<file path="src/rtl/mem_stage_lsu.sv">
// mem_stage_lsu: memory stage of the 5-stage core.
// ALU results reach WB after one register stage; loads/stores are issued on a
// req/ack data-memory bus while EX is held off, and load data is lane-aligned
// and sign/zero-extended before it reaches the writeback register.
// Optional feature macro: MEM_STAGE_MISALIGN_CHK_EN (adds wb_misalign and
// retires misaligned loads/stores without touching the bus).
module mem_stage_lsu #(
    parameter int XLEN = 64,
    parameter int AW   = 32,
    parameter int NB   = XLEN / 8
) (
    input  logic            clk,
    input  logic            rst,
    input  logic            ex_valid,
    output logic            ex_ready,
    input  logic [3:0]      ex_op,
    input  logic [AW-1:0]   ex_addr,
    input  logic [XLEN-1:0] ex_data,
    input  logic            ex_w_ena,
    input  logic [4:0]      ex_w_addr,
    output logic            mem_req,
    output logic            mem_we,
    output logic [AW-1:0]   mem_addr,
    output logic [XLEN-1:0] mem_wdata,
    output logic [NB-1:0]   mem_wstrb,
    input  logic            mem_ack,
    input  logic [XLEN-1:0] mem_rdata,
    output logic            wb_valid,
    output logic [XLEN-1:0] wb_data,
    output logic            wb_w_ena,
    output logic [4:0]      wb_w_addr
`ifdef MEM_STAGE_MISALIGN_CHK_EN
    ,
    output logic            wb_misalign
`endif
);

    localparam int OB = $clog2(NB);

    typedef enum logic [0:0] {IDLE = 1'b0, BUSY = 1'b1} state_t;

    // Fold 64-bit-only ops onto their 32-bit equivalents and map unused codes to ALU.
    function automatic logic [3:0] norm_op(input logic [3:0] op);
        logic [3:0] r;
        case (op)
            4'd4:    r = (XLEN == 32) ? 4'd3  : 4'd4;
            4'd7:    r = (XLEN == 32) ? 4'd3  : 4'd7;
            4'd11:   r = (XLEN == 32) ? 4'd10 : 4'd11;
            4'd12, 4'd13, 4'd14, 4'd15: r = 4'd0;
            default: r = op;
        endcase
        return r;
    endfunction

    function automatic logic is_load(input logic [3:0] op);
        return (op >= 4'd1) && (op <= 4'd7);
    endfunction

    function automatic logic is_store(input logic [3:0] op);
        return (op >= 4'd8) && (op <= 4'd11);
    endfunction

    function automatic logic is_signed_load(input logic [3:0] op);
        return (op >= 4'd1) && (op <= 4'd3);
    endfunction

    // Access size in bytes.
    function automatic logic [3:0] op_size(input logic [3:0] op);
        logic [3:0] r;
        case (op)
            4'd1, 4'd5, 4'd8:  r = 4'd1;
            4'd2, 4'd6, 4'd9:  r = 4'd2;
            4'd3, 4'd7, 4'd10: r = 4'd4;
            4'd4, 4'd11:       r = 4'd8;
            default:           r = 4'd1;
        endcase
        return r;
    endfunction

    function automatic logic [7:0] byte_mask8(input logic [3:0] size);
        logic [7:0] r;
        case (size)
            4'd1:    r = 8'h01;
            4'd2:    r = 8'h03;
            4'd4:    r = 8'h0F;
            default: r = 8'hFF;
        endcase
        return r;
    endfunction

    function automatic logic [XLEN-1:0] bit_mask(input logic [3:0] size);
        logic [XLEN-1:0] r;
        case (size)
            4'd1:    r = XLEN'(64'h0000_0000_0000_00FF);
            4'd2:    r = XLEN'(64'h0000_0000_0000_FFFF);
            4'd4:    r = XLEN'(64'h0000_0000_FFFF_FFFF);
            default: r = {XLEN{1'b1}};
        endcase
        return r;
    endfunction

    function automatic logic sign_bit(input logic [XLEN-1:0] d, input logic [3:0] size);
        logic r;
        case (size)
            4'd1:    r = d[7];
            4'd2:    r = d[15];
            4'd4:    r = d[31];
            default: r = 1'b0;
        endcase
        return r;
    endfunction

    state_t          state_q, state_d;
    logic            ex_ready_q, ex_ready_d;
    logic            mem_req_q, mem_req_d;
    logic            mem_we_q, mem_we_d;
    logic [AW-1:0]   mem_addr_q, mem_addr_d;
    logic [XLEN-1:0] mem_wdata_q, mem_wdata_d;
    logic [NB-1:0]   mem_wstrb_q, mem_wstrb_d;
    logic            wb_valid_q, wb_valid_d;
    logic [XLEN-1:0] wb_data_q, wb_data_d;
    logic            wb_w_ena_q, wb_w_ena_d;
    logic [4:0]      wb_w_addr_q, wb_w_addr_d;
    logic [3:0]      op_q, op_d;
    logic [OB-1:0]   off_q, off_d;
    logic            w_ena_q, w_ena_d;
    logic [4:0]      w_addr_q, w_addr_d;
`ifdef MEM_STAGE_MISALIGN_CHK_EN
    logic            wb_misalign_q, wb_misalign_d;
    logic            misal_s;
`endif

    logic [3:0]      ex_op_n_s;
    logic [3:0]      ex_size_s;
    logic [OB-1:0]   ex_off_s;
    logic            ex_ls_s;
    logic            ex_issue_s;
    logic            hs_s;
    logic [3:0]      size_q_s;
    logic [XLEN-1:0] rd_sh_s;
    logic [XLEN-1:0] rd_mask_s;
    logic            rd_sgn_s;
    logic [XLEN-1:0] ld_val_s;

    // Decode the incoming instruction and extract the pending load result.
    always_comb begin
        ex_op_n_s = norm_op(ex_op);
        ex_size_s = op_size(ex_op_n_s);
        ex_off_s  = ex_addr[OB-1:0];
        ex_ls_s   = is_load(ex_op_n_s) || is_store(ex_op_n_s);
        hs_s      = ex_valid && ex_ready_q;
`ifdef MEM_STAGE_MISALIGN_CHK_EN
        misal_s    = ((4'(ex_off_s) & (ex_size_s - 4'd1)) != 4'd0);
        ex_issue_s = ex_ls_s && !misal_s;
`else
        ex_issue_s = ex_ls_s;
`endif
        size_q_s  = op_size(op_q);
        rd_sh_s   = mem_rdata >> {off_q, 3'b000};
        rd_mask_s = bit_mask(size_q_s);
        rd_sgn_s  = is_signed_load(op_q) && sign_bit(rd_sh_s, size_q_s);
        ld_val_s  = (rd_sh_s & rd_mask_s) | (rd_sgn_s ? ~rd_mask_s : {XLEN{1'b0}});
    end

    // Next-state logic: enter BUSY on an issued load/store, leave on ack.
    always_comb begin
        state_d = state_q;
        case (state_q)
            IDLE: begin
                if (hs_s && ex_issue_s) begin
                    state_d = BUSY;
                end else begin
                    state_d = IDLE;
                end
            end
            BUSY: begin
                if (mem_ack) begin
                    state_d = IDLE;
                end else begin
                    state_d = BUSY;
                end
            end
            default: state_d = IDLE;
        endcase
    end

    // Output/datapath logic: bus request setup, hold while busy, WB result.
    always_comb begin
        ex_ready_d  = (state_d == IDLE);
        mem_req_d   = mem_req_q;
        mem_we_d    = mem_we_q;
        mem_addr_d  = mem_addr_q;
        mem_wdata_d = mem_wdata_q;
        mem_wstrb_d = mem_wstrb_q;
        op_d        = op_q;
        off_d       = off_q;
        w_ena_d     = w_ena_q;
        w_addr_d    = w_addr_q;
        wb_valid_d  = 1'b0;
        wb_data_d   = {XLEN{1'b0}};
        wb_w_ena_d  = 1'b0;
        wb_w_addr_d = 5'd0;
`ifdef MEM_STAGE_MISALIGN_CHK_EN
        wb_misalign_d = 1'b0;
`endif
        case (state_q)
            IDLE: begin
                if (hs_s) begin
                    if (ex_issue_s) begin
                        op_d        = ex_op_n_s;
                        off_d       = ex_off_s;
                        w_ena_d     = ex_w_ena && (ex_w_addr != 5'd0) && is_load(ex_op_n_s);
                        w_addr_d    = ex_w_addr;
                        mem_req_d   = 1'b1;
                        mem_we_d    = is_store(ex_op_n_s);
                        mem_addr_d  = ex_addr & ~(AW'(NB - 1));
                        mem_wdata_d = (ex_data & bit_mask(ex_size_s)) << {ex_off_s, 3'b000};
                        mem_wstrb_d = NB'(byte_mask8(ex_size_s)) << ex_off_s;
                    end
`ifdef MEM_STAGE_MISALIGN_CHK_EN
                    else if (ex_ls_s) begin
                        // Misaligned access retires immediately, reporting its address.
                        mem_req_d     = 1'b0;
                        wb_valid_d    = 1'b1;
                        wb_data_d     = XLEN'(ex_addr);
                        wb_w_addr_d   = ex_w_addr;
                        wb_misalign_d = 1'b1;
                    end
`endif
                    else begin
                        mem_req_d   = 1'b0;
                        wb_valid_d  = 1'b1;
                        wb_data_d   = ex_data;
                        wb_w_ena_d  = ex_w_ena && (ex_w_addr != 5'd0);
                        wb_w_addr_d = ex_w_addr;
                    end
                end else begin
                    mem_req_d = 1'b0;
                end
            end
            BUSY: begin
                if (mem_ack) begin
                    mem_req_d   = 1'b0;
                    wb_valid_d  = 1'b1;
                    wb_w_addr_d = w_addr_q;
                    if (is_store(op_q)) begin
                        wb_data_d  = {XLEN{1'b0}};
                        wb_w_ena_d = 1'b0;
                    end else begin
                        wb_data_d  = ld_val_s;
                        wb_w_ena_d = w_ena_q;
                    end
                end else begin
                    mem_req_d = 1'b1;
                end
            end
            default: begin
                mem_req_d = 1'b0;
            end
        endcase
    end

    // State and output registers; reset abandons any in-flight transaction.
    always_ff @(posedge clk) begin
        if (rst) begin
            state_q     <= IDLE;
            ex_ready_q  <= 1'b0;
            mem_req_q   <= 1'b0;
            mem_we_q    <= 1'b0;
            mem_addr_q  <= {AW{1'b0}};
            mem_wdata_q <= {XLEN{1'b0}};
            mem_wstrb_q <= {NB{1'b0}};
            op_q        <= 4'd0;
            off_q       <= {OB{1'b0}};
            w_ena_q     <= 1'b0;
            w_addr_q    <= 5'd0;
            wb_valid_q  <= 1'b0;
            wb_data_q   <= {XLEN{1'b0}};
            wb_w_ena_q  <= 1'b0;
            wb_w_addr_q <= 5'd0;
`ifdef MEM_STAGE_MISALIGN_CHK_EN
            wb_misalign_q <= 1'b0;
`endif
        end else begin
            state_q     <= state_d;
            ex_ready_q  <= ex_ready_d;
            mem_req_q   <= mem_req_d;
            mem_we_q    <= mem_we_d;
            mem_addr_q  <= mem_addr_d;
            mem_wdata_q <= mem_wdata_d;
            mem_wstrb_q <= mem_wstrb_d;
            op_q        <= op_d;
            off_q       <= off_d;
            w_ena_q     <= w_ena_d;
            w_addr_q    <= w_addr_d;
            wb_valid_q  <= wb_valid_d;
            wb_data_q   <= wb_data_d;
            wb_w_ena_q  <= wb_w_ena_d;
            wb_w_addr_q <= wb_w_addr_d;
`ifdef MEM_STAGE_MISALIGN_CHK_EN
            wb_misalign_q <= wb_misalign_d;
`endif
        end
    end

    assign ex_ready  = ex_ready_q;
    assign mem_req   = mem_req_q;
    assign mem_we    = mem_we_q;
    assign mem_addr  = mem_addr_q;
    assign mem_wdata = mem_wdata_q;
    assign mem_wstrb = mem_wstrb_q;
    assign wb_valid  = wb_valid_q;
    assign wb_data   = wb_data_q;
    assign wb_w_ena  = wb_w_ena_q;
    assign wb_w_addr = wb_w_addr_q;
`ifdef MEM_STAGE_MISALIGN_CHK_EN
    assign wb_misalign = wb_misalign_q;
`endif

endmodule

</file>
<file path="config.mk">
export PLATFORM = sky130hd
export DESIGN_NAME = mem_stage_lsu
export DESIGN_NICKNAME = d
export VERILOG_FILES = /design/src/rtl/mem_stage_lsu.sv
export SDC_FILE = /design/constraint.sdc
export NUM_CORES = 1
export LEC_CHECK = 0
export CORE_ASPECT_RATIO = 0.6
export CORE_MARGIN = 8
export CORE_UTILIZATION = 50
export CTS_BUF_LIST = sky130_fd_sc_hd__clkbuf_16
export CTS_CLUSTER_SIZE = 10
export DETAILED_ROUTE_END_ITERATION = 8
export GPL_TIMING_DRIVEN = 0
export PLACE_DENSITY_LB_ADDON = 0.25
export SYNTH_ARGS = -nofsm -noshare
export SYNTH_HDL_FRONTEND = slang
export SYNTH_SLANG_ARGS = --single-unit
</file>
<file path="constraint.sdc">
create_clock -name clk -period 4.1 [get_ports clk]
set_clock_uncertainty 0.15 [all_clocks]
set_input_delay 0.41 -clock clk [delete_from_list [all_inputs] [get_ports clk]]
set_output_delay 0.41 -clock clk [all_outputs]
set_load 0.02 [all_outputs]
</file>
==> out/metrics.yaml <==
sta:
  worst_slew_margin_rel_pct: 15.1
  final-max-slew-violation-count: 0
  postLayoutSetupSlackWorst_ns: 0.732
  min_period_over_period_pct: 82.2
  hold_viol: 0
  setup_violations: 0
  final.setup.tns_ns: 0
  max_clock_freq_ghz: 0.297
  timing_worst_slew_pin_value_ns: 1.26
  layout_min_cycle_time_ns: 3.37
  setup_repair_after_global_routing_missed_its_margin: "false"
synth:
  synthDistinctLibCells: 67
  post_synth_instance_area_sq_um: 10900
  xor_xnor_fraction_of_synth_area_pct: 0.161
  synth_top_cell_area_share_pct: 35.2
  synth_compound_area_share_pct: 30.6
  syn-instance-count: 1324
  mean_syn_cell_area_sq_um: 8.24
  synthFlopType: "sky130_fd_sc_hd__dfxtp_1"
  count_of_warnings_emitted_by_yosys: 0
  synth_top_cells_by_area: "sky130_fd_sc_hd__dfxtp_1, sky130_fd_sc_hd__nand2_1, sky130_fd_sc_hd__mux2i_1"
  synth_top_cell_by_area: "sky130_fd_sc_hd__dfxtp_1"
  synth_sequential_area_ratio_pct: 35.2
  count_of_flip_flops_with_a_built_in_enable_after_synthesis: 0
  post_synthesis_share_of_cell_area_spent_on_full_adders_half_adders_and_majority_gates_pct: 0
  portion_of_netlist_area_occupied_by_mux_cells_pct: 12.3
  synth-simple-area-share_pct: 15.5
  synth_top_family_by_area: "compound AO/OA/AOI/OAI gates"
  ys_ff_latch: 192
  async_reset_ff_share_pct: 0
cts:
  clock-sinks: 192
  cts_setup_buffers: 0
  cts_root_buffer: "sky130_fd_sc_hd__clkbuf_16"
  cts_made_buffers: 17
  clock_latency_ns: 0.46
  clkSlewWorstSetupHoldPaths_ns: 0.07
  maximum_clock_path_buffer_count: 2
  h-tree-depth: 4
  post_cts_resized: 0
  tritoncts: "done"
  cts_hold_buf: 0
detailed_routing:
  post_detailed_route_drc_marker_count: 15
  detailedRoute.firstIterationViolations: 2585
  wirelength_um: 59400
  drt_pass1_iterations: 9
  routedWlPerCell_um: 30.0
  route.detailed.vias_per_inst: 7.04
  ant_nets: 0
  num_vias: 14000
placed_design:
  io_buffers: 345
  dpl_cell_area_sq_um: 14700
  gp_congestion: 1.08
  hpwlAfterDp_um: 46900
  post_place_setup_slack_ns: 0.567
  place_inst: 1950
cells_and_area:
  final_cell_mix: "sky130_fd_sc_hd__clkdlybuf4s50_1, sky130_fd_sc_hd__nand2_1, sky130_fd_sc_hd__dfxtp_1"
  post_layout_utilization_of_the_core_pct: 72.2
  postLayoutCellArea_sq_um: 15300
  layout.cells.most_common: "sky130_fd_sc_hd__clkdlybuf4s50_1"
  layoutNonFillerInstCount: 1984
  area_growth_pct: 40.3
  final.fill_count: 1605
  nNetsFinal: 1864
  drive_gt1_share_pct: 6.81
worst_setup_path:
  cpPeakStageDelay_ns: 0.64
  worstPathBufferInverterCount: 2
  timing.critical_path.cells: "clkdlybuf4s50_1, mux2_1, mux4_2, nor2b_1, a41oi_2, buf_2, a41oi_1"
  data_required_time_of_the_worst_path_ns: 4.22
  critPathKind: "input pin to register"
  setup.worst_path.start_class: "input pin"
  worst_ep_arrival_time_ns: 3.49
  slowest_stage: "sky130_fd_sc_hd__clkdlybuf4s50_1"
  cp_top_family: "buffers and inverters"
  r2r_setup_slack_ns: 0.76
  crit_fanout: 10
  setup.worst_path.end_class: "register"
die:
  die_area_sq_um: 26900
  design.portCount: 352
  die_w_um: 207
  floorplan.die.height_um: 130
  coreArea_sq_um: 21200
  std_cell_rows: 41
  initial_core_util_pct: 51.5
power_and_ir_drop:
  cellLeakagePower_uw: 0.00518
  power_density_nw_per_um2: 310
  irDropWorstVdd_mv: 0.300
run_status:
  violations: "design-rule violations"
  run_status: "finished, violations left"
grt:
  grt_start_max_net_pins: 18
  grt_pass1_vias: 13100
  gr-usage-all-layers_pct: 42.4
  globalRouteOverflowTotal: 0
  grt_pass1_wl_um: 84700
  number_of_antenna_violations_at_the_first_check_in_global_routing: 2
hold_path:
  holdCritPathClass: "register to register"
run:
  max_capacitance_violation_total: 0
per-layer routing:
| layer | wire length, um | GRT usage, % |
|---|---|---|
| met4 | 2140 | 12.8 |
| met3 | 10800 | 21.2 |
| met2 | 23700 | 59.6 |
| met5 | 152 | 3.56 |
| met1 | 22700 | 55.6 |
worst paths after layout:
path | from | to | cells after the start
setup reg to reg | off_q[2] | wb_data[58] | 7
hold / removal | mem_wdata[29] | mem_wdata[29] | 2
setup / recovery | mem_rdata[63] | wb_data[58] | 7
hold reg to reg | mem_wdata[29] | mem_wdata[29] | 2
logic make-up (layout without fill, tap and decap cells):
logic type / after synthesis / in the layout
simple gates: 379 / 379
xor+xnor: 2 / 2
flops: 192 / 192
mux: 111 / 111
buf+inv: 158 / 535
compound gates: 481 / 481
other cells: 1 / 5
final cells by class:
class / instances / area (sq um) / share of cell area, %
clock buffers: 17 / 425 / 2.78
flip-flops and latches: 192 / 3840 / 25.1
multi-input cells: 976 / 6420 / 42.0
plain buffers: 131 / 557 / 3.64
repair buffers: 345 / 3450 / 22.6
well taps: 279 / 349 / 2.28
clock inverters: 15 / 140 / 0.916
inverters: 27 / 101 / 0.663
diodes: 2 / 5.00 / 0.0327
sequential cells by signal, summed over array words and instances (netlist names):
register,cells
op_q,4
wb_valid,1
wb_w_addr,5
mem_addr,29
state_q,1
wb_data,64
ex_ready,1
w_ena_q,1
w_addr_q,5
mem_we,1
size_q_s,4
off_q,3
wb_w_ena,1
mem_wstrb,8
mem_wdata,64
worst register-to-register path: cells and delay by family (launching register included):
family	cells	cell delay, ns
simple gates	1	0.18
flops	1	0.34
mux	2	0.96
buf+inv	2	0.70
compound gates	2	0.82
synthesized netlist by cell type (3+ instances only):
master                        n
sky130_fd_sc_hd__clkbuf_1    90
sky130_fd_sc_hd__a32o_1       3
sky130_fd_sc_hd__nand2b_1     7
sky130_fd_sc_hd__a21oi_1     89
sky130_fd_sc_hd__buf_1       14
sky130_fd_sc_hd__a22o_1      19
sky130_fd_sc_hd__nand3_1     18
sky130_fd_sc_hd__o41a_1       8
sky130_fd_sc_hd__a221oi_1    50
sky130_fd_sc_hd__a41oi_1     14
sky130_fd_sc_hd__nor2_1      73
sky130_fd_sc_hd__o21ai_0     97
sky130_fd_sc_hd__o31ai_1      9
sky130_fd_sc_hd__or3_1        4
sky130_fd_sc_hd__o22ai_1     21
sky130_fd_sc_hd__buf_2       19
sky130_fd_sc_hd__and2_1       4
sky130_fd_sc_hd__nor3_1      19
sky130_fd_sc_hd__mux2i_1     67
sky130_fd_sc_hd__mux4_2      16
sky130_fd_sc_hd__inv_1       25
sky130_fd_sc_hd__nor2b_1      8
sky130_fd_sc_hd__a31o_2       7
sky130_fd_sc_hd__o2111ai_1    3
sky130_fd_sc_hd__mux2_2      26
sky130_fd_sc_hd__o2bb2ai_1    6
sky130_fd_sc_hd__and3_1      17
sky130_fd_sc_hd__nand2_1    200
sky130_fd_sc_hd__a211oi_1    58
sky130_fd_sc_hd__o211ai_1    18
sky130_fd_sc_hd__a31oi_1     14
sky130_fd_sc_hd__buf_6        3
sky130_fd_sc_hd__o21a_1       4
sky130_fd_sc_hd__a22oi_1     33
sky130_fd_sc_hd__and3b_1      3
sky130_fd_sc_hd__a221o_1     16
sky130_fd_sc_hd__buf_4        5
sky130_fd_sc_hd__dfxtp_1    192
sky130_fd_sc_hd__nand4_1     11
stage by stage:
step | power [uW] | hold slack (ns)
4_1_cts | 4660 | 0.301
3_5_place_dp | 3050 | 0.291
2_1_floorplan | 2500 | 0.286
6_report | 4750 | 0.300
3_3_place_gp | 3030 | 0.281
5_1_grt | 4830 | 0.314
power breakdown:
group          switching (uW)  internal [uW]
registers                30.4           1910
clock network             815            844
logic                     711            434
total                    1560           3190
No activity file was read; power rests on OpenSTA's default activity.
